**src/rtl/deconv2d_stream_driver.sv**
```systemverilog
// Host-side sequencer for the deconv2D engine: buffers kernel + tile from a byte stream,
// replays them with the engine's strobe timing, then streams the result RAM out.
module deconv2d_stream_driver #(
    parameter int N          = 2,
    parameter int K          = 3,
    parameter int pixel_bits = 8,
    localparam int CW  = $clog2(K),
    localparam int PW  = $clog2(N*N),
    localparam int AW  = $clog2(N*K*N*K),
    localparam int RW  = 4*pixel_bits
) (
    input  logic                  clk_i,
    input  logic                  rst_ni,
    input  logic                  start_i,
    input  logic [CW-1:0]         cfg_stride_i,
    input  logic [CW-1:0]         cfg_kernel_width_i,
    output logic                  busy_o,
    output logic                  cfg_err_o,
    input  logic                  in_valid_i,
    output logic                  in_ready_o,
    input  logic [pixel_bits-1:0] in_data_i,
    output logic                  eng_enable_o,
    output logic                  eng_strobe_kernel_o,
    output logic [pixel_bits-1:0] eng_kernel_weight_o,
    output logic                  eng_strobe_pixel_o,
    output logic [pixel_bits-1:0] eng_pixel_o,
    output logic [PW-1:0]         eng_pixel_number_o,
    output logic [CW-1:0]         eng_stride_o,
    output logic [CW-1:0]         eng_kernel_width_o,
    output logic [AW-1:0]         eng_result_address_o,
    input  logic [RW-1:0]         eng_final_output_i,
    input  logic                  eng_done_i,
    output logic                  out_valid_o,
    input  logic                  out_ready_i,
    output logic [RW-1:0]         out_data_o,
    output logic                  out_last_o
);
    localparam int PER = K*K + 2;
    localparam int KCW = $clog2(K*K + 1);
    localparam int LDW = $clog2(K*K + N*N + 1);
    localparam int TW  = $clog2(PER);
    localparam logic [AW-1:0] ADDR_LAST = AW'(N*K*N*K - 1);
    localparam logic [PW-1:0] PIX_LAST  = PW'(N*N - 1);

    localparam logic [3:0] S_IDLE   = 4'd0;
    localparam logic [3:0] S_LOAD   = 4'd1;
    localparam logic [3:0] S_ENABLE = 4'd2;
    localparam logic [3:0] S_CLR    = 4'd3;
    localparam logic [3:0] S_SENDK  = 4'd4;
    localparam logic [3:0] S_GAP    = 4'd5;
    localparam logic [3:0] S_SENDP  = 4'd6;
    localparam logic [3:0] S_WAITD  = 4'd7;
    localparam logic [3:0] S_READ   = 4'd8;

    logic [3:0]            state_q, state_d;
    logic                  busy_q, busy_d;
    logic                  cfg_err_q, cfg_err_d;
    logic [CW-1:0]         stride_q, stride_d;
    logic [CW-1:0]         kw_q, kw_d;
    logic [LDW-1:0]        ld_cnt_q, ld_cnt_d;
    logic [KCW-1:0]        k_cnt_q, k_cnt_d;
    logic [TW-1:0]         tmr_q, tmr_d;
    logic [PW-1:0]         pnum_q, pnum_d;
    logic [pixel_bits-1:0] pix_q, pix_d;
    logic [AW-1:0]         addr_q, addr_d;
    logic [RW-1:0]         odata_q, odata_d;
    logic                  ovalid_q, ovalid_d;
    logic                  olast_q, olast_d;

    logic [pixel_bits-1:0] kbuf_q [K*K];
    logic [pixel_bits-1:0] pbuf_q [N*N];
    logic                  kbuf_we, pbuf_we;
    logic [KCW-1:0]        kk;
    logic [LDW-1:0]        ld_total;
    logic [KCW-1:0]        k_wr_idx;
    logic [PW-1:0]         p_wr_idx;

    assign kk       = KCW'(kw_q) * KCW'(kw_q);
    assign ld_total = LDW'(kk) + LDW'(N*N);
    assign k_wr_idx = ld_cnt_q[KCW-1:0];
    assign p_wr_idx = PW'(ld_cnt_q - LDW'(kk));

    always_comb begin
        state_d   = state_q;
        busy_d    = busy_q;
        cfg_err_d = 1'b0;
        stride_d  = stride_q;
        kw_d      = kw_q;
        ld_cnt_d  = ld_cnt_q;
        k_cnt_d   = k_cnt_q;
        tmr_d     = tmr_q;
        pnum_d    = pnum_q;
        pix_d     = pix_q;
        addr_d    = addr_q;
        odata_d   = odata_q;
        ovalid_d  = ovalid_q;
        olast_d   = olast_q;
        kbuf_we   = 1'b0;
        pbuf_we   = 1'b0;
        case (state_q)
            S_IDLE: begin
                if (start_i) begin
                    if (cfg_kernel_width_i == '0 || int'(cfg_kernel_width_i) > K) begin
                        cfg_err_d = 1'b1;
                    end else begin
                        stride_d = cfg_stride_i;
                        kw_d     = cfg_kernel_width_i;
                        busy_d   = 1'b1;
                        ld_cnt_d = '0;
                        state_d  = S_LOAD;
                    end
                end
            end
            S_LOAD: begin
                if (in_valid_i) begin
                    // first kw*kw words are weights, the rest are pixels
                    if (ld_cnt_q < LDW'(kk)) kbuf_we = 1'b1;
                    else                     pbuf_we = 1'b1;
                    ld_cnt_d = ld_cnt_q + 1'b1;
                    if (ld_cnt_q == ld_total - 1'b1) state_d = S_ENABLE;
                end
            end
            S_ENABLE: state_d = S_CLR;
            S_CLR: begin
                k_cnt_d = '0;
                state_d = S_SENDK;
            end
            S_SENDK: begin
                k_cnt_d = k_cnt_q + 1'b1;
                if (k_cnt_q == kk - 1'b1) state_d = S_GAP;
            end
            S_GAP: begin
                tmr_d   = '0;
                pnum_d  = '0;
                pix_d   = pbuf_q[0];
                state_d = S_SENDP;
            end
            S_SENDP: begin
                // strobe on tmr==0; pixel/number registers only move at the next period start
                if (tmr_q == '0 && pnum_q == PIX_LAST) begin
                    state_d = S_WAITD;
                end else if (tmr_q == TW'(PER - 1)) begin
                    tmr_d  = '0;
                    pnum_d = pnum_q + 1'b1;
                    pix_d  = pbuf_q[pnum_q + 1'b1];
                end else begin
                    tmr_d = tmr_q + 1'b1;
                end
            end
            S_WAITD: begin
                if (eng_done_i) begin
                    addr_d  = '0;
                    state_d = S_READ;
                end
            end
            S_READ: begin
                if (!ovalid_q || out_ready_i) begin
                    if (ovalid_q && olast_q) begin
                        ovalid_d = 1'b0;
                        olast_d  = 1'b0;
                        busy_d   = 1'b0;
                        state_d  = S_IDLE;
                    end else begin
                        odata_d  = eng_final_output_i;
                        ovalid_d = 1'b1;
                        olast_d  = (addr_q == ADDR_LAST);
                        if (addr_q != ADDR_LAST) addr_d = addr_q + 1'b1;
                    end
                end
            end
            default: state_d = S_IDLE;
        endcase
    end

    always_ff @(posedge clk_i or negedge rst_ni) begin
        if (!rst_ni) begin
            state_q   <= S_IDLE;
            busy_q    <= 1'b0;
            cfg_err_q <= 1'b0;
            stride_q  <= '0;
            kw_q      <= '0;
            ld_cnt_q  <= '0;
            k_cnt_q   <= '0;
            tmr_q     <= '0;
            pnum_q    <= '0;
            pix_q     <= '0;
            addr_q    <= '0;
            odata_q   <= '0;
            ovalid_q  <= 1'b0;
            olast_q   <= 1'b0;
        end else begin
            state_q   <= state_d;
            busy_q    <= busy_d;
            cfg_err_q <= cfg_err_d;
            stride_q  <= stride_d;
            kw_q      <= kw_d;
            ld_cnt_q  <= ld_cnt_d;
            k_cnt_q   <= k_cnt_d;
            tmr_q     <= tmr_d;
            pnum_q    <= pnum_d;
            pix_q     <= pix_d;
            addr_q    <= addr_d;
            odata_q   <= odata_d;
            ovalid_q  <= ovalid_d;
            olast_q   <= olast_d;
        end
    end

    always_ff @(posedge clk_i or negedge rst_ni) begin
        if (!rst_ni) begin
            for (int i = 0; i < K*K; i++) kbuf_q[i] <= '0;
            for (int i = 0; i < N*N; i++) pbuf_q[i] <= '0;
        end else begin
            if (kbuf_we) kbuf_q[k_wr_idx] <= in_data_i;
            if (pbuf_we) pbuf_q[p_wr_idx] <= in_data_i;
        end
    end

    assign busy_o               = busy_q;
    assign cfg_err_o            = cfg_err_q;
    assign in_ready_o           = (state_q == S_LOAD);
    assign eng_enable_o         = (state_q == S_ENABLE);
    assign eng_strobe_kernel_o  = (state_q == S_SENDK);
    assign eng_kernel_weight_o  = eng_strobe_kernel_o ? kbuf_q[k_cnt_q] : '0;
    assign eng_strobe_pixel_o   = (state_q == S_SENDP) && (tmr_q == '0);
    assign eng_pixel_o          = pix_q;
    assign eng_pixel_number_o   = pnum_q;
    assign eng_stride_o         = stride_q;
    assign eng_kernel_width_o   = kw_q;
    assign eng_result_address_o = addr_q;
    assign out_valid_o          = ovalid_q;
    assign out_data_o           = odata_q;
    assign out_last_o           = olast_q;

endmodule
```
**config.mk**
```make
export PLATFORM = sky130hd
export DESIGN_NAME = deconv2d_stream_driver
export DESIGN_NICKNAME = d
export VERILOG_FILES = /design/src/rtl/deconv2d_stream_driver.sv
export SDC_FILE = /design/constraint.sdc
export NUM_CORES = 1
export LEC_CHECK = 0
export ABC_AREA = 1
export CELL_PAD_IN_SITES_DETAIL_PLACEMENT = 0
export CELL_PAD_IN_SITES_GLOBAL_PLACEMENT = 1
export CORE_ASPECT_RATIO = 1.2
export CORE_MARGIN = 1.5
export CORE_UTILIZATION = 42
export CTS_CLUSTER_DIAMETER = 80
export DETAILED_ROUTE_END_ITERATION = 7
export PLACE_DENSITY_LB_ADDON = 0.05
export SYNTH_ARGS = -nofsm -noshare
export SYNTH_HDL_FRONTEND = slang
export SYNTH_SLANG_ARGS = --single-unit
export TNS_END_PERCENT = 20
```
**constraint.sdc**
```tcl
create_clock -name clk_i -period 3.25 [get_ports clk_i]
set_clock_uncertainty 0.15 [all_clocks]
set_input_delay 0.65 -clock clk_i [delete_from_list [all_inputs] [get_ports clk_i]]
set_output_delay 0.65 -clock clk_i [all_outputs]
set_load 0.1 [all_outputs]
```
# After elaboration in Yosys (flattened, before gate mapping)
# Cells that the tools add are included.
[word_totals] ff_bits=176 latchBits=0 ram_bits=0 rom_bits=0 inputBits=50 mem_count=0
[op_classes] n_addsub=9 n_mul=1 div_mod_pow=0 order_cmp=7 eq_ne=27 n_shift=0 mux=58 bitwise_logic=6 n_reduce_logical=24
[op_table] cell="bitwise mux 72 bit" count=1
[op_table] cell="2-to-1 mux 8 bit" count=9
[op_table] cell="2-to-1 mux 4 bit" count=14
[op_table] cell="one-hot mux 4 bit (9 select lines)" count=1
[op_table] cell="binary-select mux 8 bit (select 4 bit)" count=1
[op_table] cell="bitwise mux 32 bit" count=1
[op_table] cell="demux 8 bit (select 4 bit)" count=1
[op_table] cell="2-to-1 mux 6 bit" count=4
[op_table] cell="one-hot mux 4 bit (2 select lines)" count=3
[op_table] cell="!= test 2 bit (second input constant)" count=11
[op_table] cell="binary-select mux 8 bit (select 2 bit)" count=1
[op_table] cell="demux 8 bit (select 2 bit)" count=1
[op_table] cell="== test 4 x 3 -> 1 bit (second input constant)" count=4
[op_table] cell="one-hot mux 8 bit (2 select lines)" count=1
[op_table] cell="2-to-1 mux 1 bit" count=15
[op_table] cell="adder 4 x 1 -> 4 bit (second input constant)" count=3
[op_table] cell="one-hot mux 6 bit (2 select lines)" count=1
[op_table] cell=">= comparator 5 bit (second input constant)" count=2
[op_table] cell="NOT 4 -> 5 bit" count=2
[op_table] cell="AND reduction 5 bit" count=2
[op_table] cell="nonzero test 2 bit" count=5
[op_table] cell="AND reduction 3 bit" count=3
[op_table] cell="AND reduction 9 bit" count=1
[op_table] cell="== test 4 x 2 -> 1 bit (second input constant)" count=2
[op_table] cell="other kinds (29)" count=43

# Logic depth before layout (Yosys ltp)
[logic_depth] word_depth=8 ltp_mapped=12

# Worst setup path after synthesis
# OpenSTA, ideal clock, no wires.
[synth_path] kind="flip-flop to output port" start="register state_q[3]" end="output port eng_kernel_weight_o[0]" t_arrival_ns=4.246 required_time_ns=2.450 setup_slack_ns=-1.796 stages_incl_launch_ff=6 path_buffers=0 path_cell_list="dfrtp_1 > inv_1 > nand2_1 > nor2_1 > clkinv_1 > a21oi_1"
[synth_between] elab_chain_cells=2
[synth_lines] item="start, declared" line="55" rtl="logic [3:0] state_q, state_d;"
[synth_lines] item="start signal, assigned" line="192" rtl="state_q <= state_d;"
[synth_lines] item="== test 4 x 3 -> 1 bit" line="223" rtl="assign eng_strobe_kernel_o = (state_q == S_SENDK);"
[synth_lines] item="named net eng_strobe_kernel_o" line="23" rtl="output logic eng_strobe_kernel_o,"
[synth_lines] item="2-to-1 mux 8 bit" line="224" rtl="assign eng_kernel_weight_o = eng_strobe_kernel_o ? kbuf_q[k_cnt_q] : '0;"
[synth_lines] item="end, declared" line="24" rtl="output logic [pixel_bits-1:0] eng_kernel_weight_o,"
# The timed path passes the listed nets, and every way through them passes these cells.

# Worst setup path in the final report
[layout_path] start="register k_cnt_q[0]" end="output port eng_kernel_weight_o[4]"
[layout_between] elab_chain_cells=5
[layout_lines] item="start, declared" line="61" rtl="logic [KCW-1:0] k_cnt_q, k_cnt_d;"
[layout_lines] item="start signal, assigned" line="198" rtl="k_cnt_q <= k_cnt_d;"
[layout_lines] item="NOT 4 -> 5 bit (not written as such)" line="224"
[layout_lines] item="binary-select mux 8 bit (select 4 bit)" line="224"
[layout_lines] item="2-to-1 mux 8 bit (not written as such) (2 in series)" line="224"
[layout_lines] item="2-to-1 mux 8 bit" line="224"
# No other way between the ends. The select of a mux whose other input is x is not followed.

==> summary.txt <==
Largest fanout on the critical path - 38
Number of antenna violations at the first check in global routing - 0
Post-CTS Hold Buffers - 0
Initial Utilization - 0.430
Clock root cell - clkbuf_16
Post-layout util - 0.533
Status - complete, but fails checks
Prevailing post-synth register cell - dfrtp_1
Endpoint type of the worst setup path - output pin
Worst reg2reg setup slack - 660 ps
DP Cell Count - 1,294
Yosys warning total - 0
Postcts setup bufs - 0
Pint - 5350 uW
Row cnt - 56
Largest net degree at the start of global routing - 53
CP Class - reg2out
Final setup viols - 0
Post_cts resized - 0
Switch Pwr - 5280 uW
VDD IR max - 0.552 mV
Pwr Density - 1020 nW/um^2
Nature of the critical path startpoint - register
Fin cells - 1,326
Clock sink count - 176
Post-Syn Area - 8440 sq um
Die H - 158 um
Via density - 5.03
Sequential share of power - 0.305
CTS Buf Count - 17
Netlist cell types - 39
Syn Nets - 1,013
Core Region - 19,600 sq um
Die area - 21,000 sq um
Synth Instances - 944
Ports - 118
Grt ovf - 0
Worst Hold Class - in2async
Fin. max-slew vios - 0
Highest routed layer - met4
Syn-to-layout area delta - 24.0%
Post-DP HPWL - 14,500 um
Inserted Diodes - 0
Total power - 10,600 uW
Max_cap viols - 0
Met1 wire length - 9330 um
Clock buffer depth - 2
Slew headroom - 0.531
EDFF count, synth - 0
DRC violations left - 0
Drt initial violations - 368
Leakage power - 0.00488 uW
Syn_area_per_cell - 8.94 sq um
Comb pwr share - 0.507
CTS tree - yes
GRT Total Usage - 0.212
H-tree levels - 4
Drt first pass iters - 7
Layout cells sized above 1 - 0.176
Final Hold Fails - 2
Hold Slack - -0.198 ps
Post-place setup slack - 641 ps
Die W - 132 um
Total Wirelength - 21,000 um
Setup ws final - 385 ps
Final ANT Viol Nets - 0
DR WL met2 - 10,700 um
First-pass GRT wire length - 34,700 um
Switching Share - 0.497
Clk slew on worst S/H paths - 70 ps
GP Congestion - 0.772
IO buf count - 117
Failing checks - hold timing
Via count - 6,671
Worst-Skew Late Latency - 430 ps
Max Clk Rate - 349 MHz
Post-synthesis sequential area ratio - 0.522
Avg WL per Cell - 15.8 um
Setup TNS - 0 ps
Fin nets - 1,121
Unrepaired setup endpoints after global routing - no
Clock Power Share - 0.188
Actual slew at the worst max-slew pin - 701 ps
Req. time, crit path - 2450 ps
Final min period - 2870 ps
Final worst path period share - 0.882
Vias in the first global route - 6,620
Met3 routed WL - 717 um
Worst EP arrival - 2070 ps
Worst Reg-to-Reg Cells - 10
#FFs+latches synth - 176
Synth async-reset ratio - 1.00
## synthesized netlist by cell type (4+ instances only)
master / instances / area (sq um)
dfrtp_1: 176 / 4400
nand3_1: 56 / 280
clkinv_1: 4 / 15.0
nand3_4: 8 / 140
o21ai_0: 123 / 616
inv_1: 54 / 203
clkbuf_1: 24 / 90.1
o21ai_1: 64 / 320
ha_1: 19 / 238
mux2_2: 31 / 349
o21ai_2: 8 / 70.1
nor2_1: 103 / 387
nand2_1: 194 / 728
a21oi_1: 22 / 110
buf_1: 5 / 18.8
xor2_1: 5 / 43.8
buf_6: 12 / 135
## sequential cells by signal, indices dropped and copies added, names as in the netlist
signal	flops
kbuf_q	72
out_data_o	32
pbuf_q	32
eng_pixel_o	8
eng_result_address_o	6
k_cnt_q	4
k_wr_idx	4
state_q	4
tmr_q	4
eng_kernel_width_o	2
eng_pixel_number_o	2
eng_stride_o	2
busy_o	1
cfg_err_o	1
out_last_o	1
out_valid_o	1
## stage by stage
step                hold slack (ps)  area, sq um
finish                       -0.198        10500
global placement                310         9890
CTS                            14.6        10500
floorplan                       204         8540
detailed placement              316         9890
global route                   40.5        10500
## placed cells by master (no fill, tap or decap), types with 13 or more instances in the layout
cell type / instances
a21oi_1: 14
buf_12: 13
o21ai_1: 64
mux2_2: 31
nand3_1: 56
dfrtp_1: 176
clkdlybuf4s50_1: 48
o21ai_0: 123
ha_1: 19
clkbuf_16: 17
buf_4: 71
inv_1: 54
nor2_1: 102
nand2_1: 194
## worst paths after layout
path,from,endpoint
max,k_cnt_q[0]$_DFFE_PN0P_,eng_kernel_weight_o[4]
min,rst_ni,out_data_o[1]$_DFFE_PN0P_
max reg2reg,eng_kernel_width_o[0]$_DFFE_PN0P_,kbuf_q[2]$_DFFE_PN0P_
min reg2reg,pbuf_q[0]$_DFFE_PN0P_,pbuf_q[0]$_DFFE_PN0P_
max in group asynchronous,rst_ni,kbuf_q[49]$_DFFE_PN0P_
min in group clk_i,pbuf_q[0]$_DFFE_PN0P_,pbuf_q[0]$_DFFE_PN0P_
## layout make-up
cell class	count	area, sq um
Clock buffer	19	443
Clock inverter	13	128
Fill cell	1865	9160
Inverter	60	226
Multi-Input combinational cell	664	3650
Sequential cell	176	4400
Tap cell	261	327
Timing Repair Buffer	133	1280
## worst max-delay path: stages (launching register included)
cell     delay, ps
dfrtp_1        390
buf_12         230
nor2_1          80
nor2_1          70
o21ai_0        100
nand3_1        120
nand3_1        190
a21oi_4        220
buf_12         190
## power by group through the flow
stage	Sequential [uW]	Combinational, uW	Clock (uW)
2_1_floorplan	5070	2260	0
3_3_place_gp	3270	5410	0
3_5_place_dp	3280	5440	0
4_1_cts	3250	5450	2060
5_1_grt	3330	5820	2140
6_report	3250	5390	2000
## metal layers
metal | vias to the layer above | GRT usage
met5 | - | 0
met4 | 0 | 0.0638
met3 | 21 | 0.0322
met2 | 125 | 0.380
met1 | 3171 | 0.265
li1 | 3354 | -
## cells by family after synthesis
group / share of synthesized area
muxes: 0.0427
AOI/OAI and AO/OA: 0.138
DFF: 0.522
xor gates and xnor gates: 0.00623
adders and majority gates: 0.0282
buffers and inverters: 0.0574
and+or+nand+nor: 0.206
Note: power is estimated with default switching activity, not from simulation.
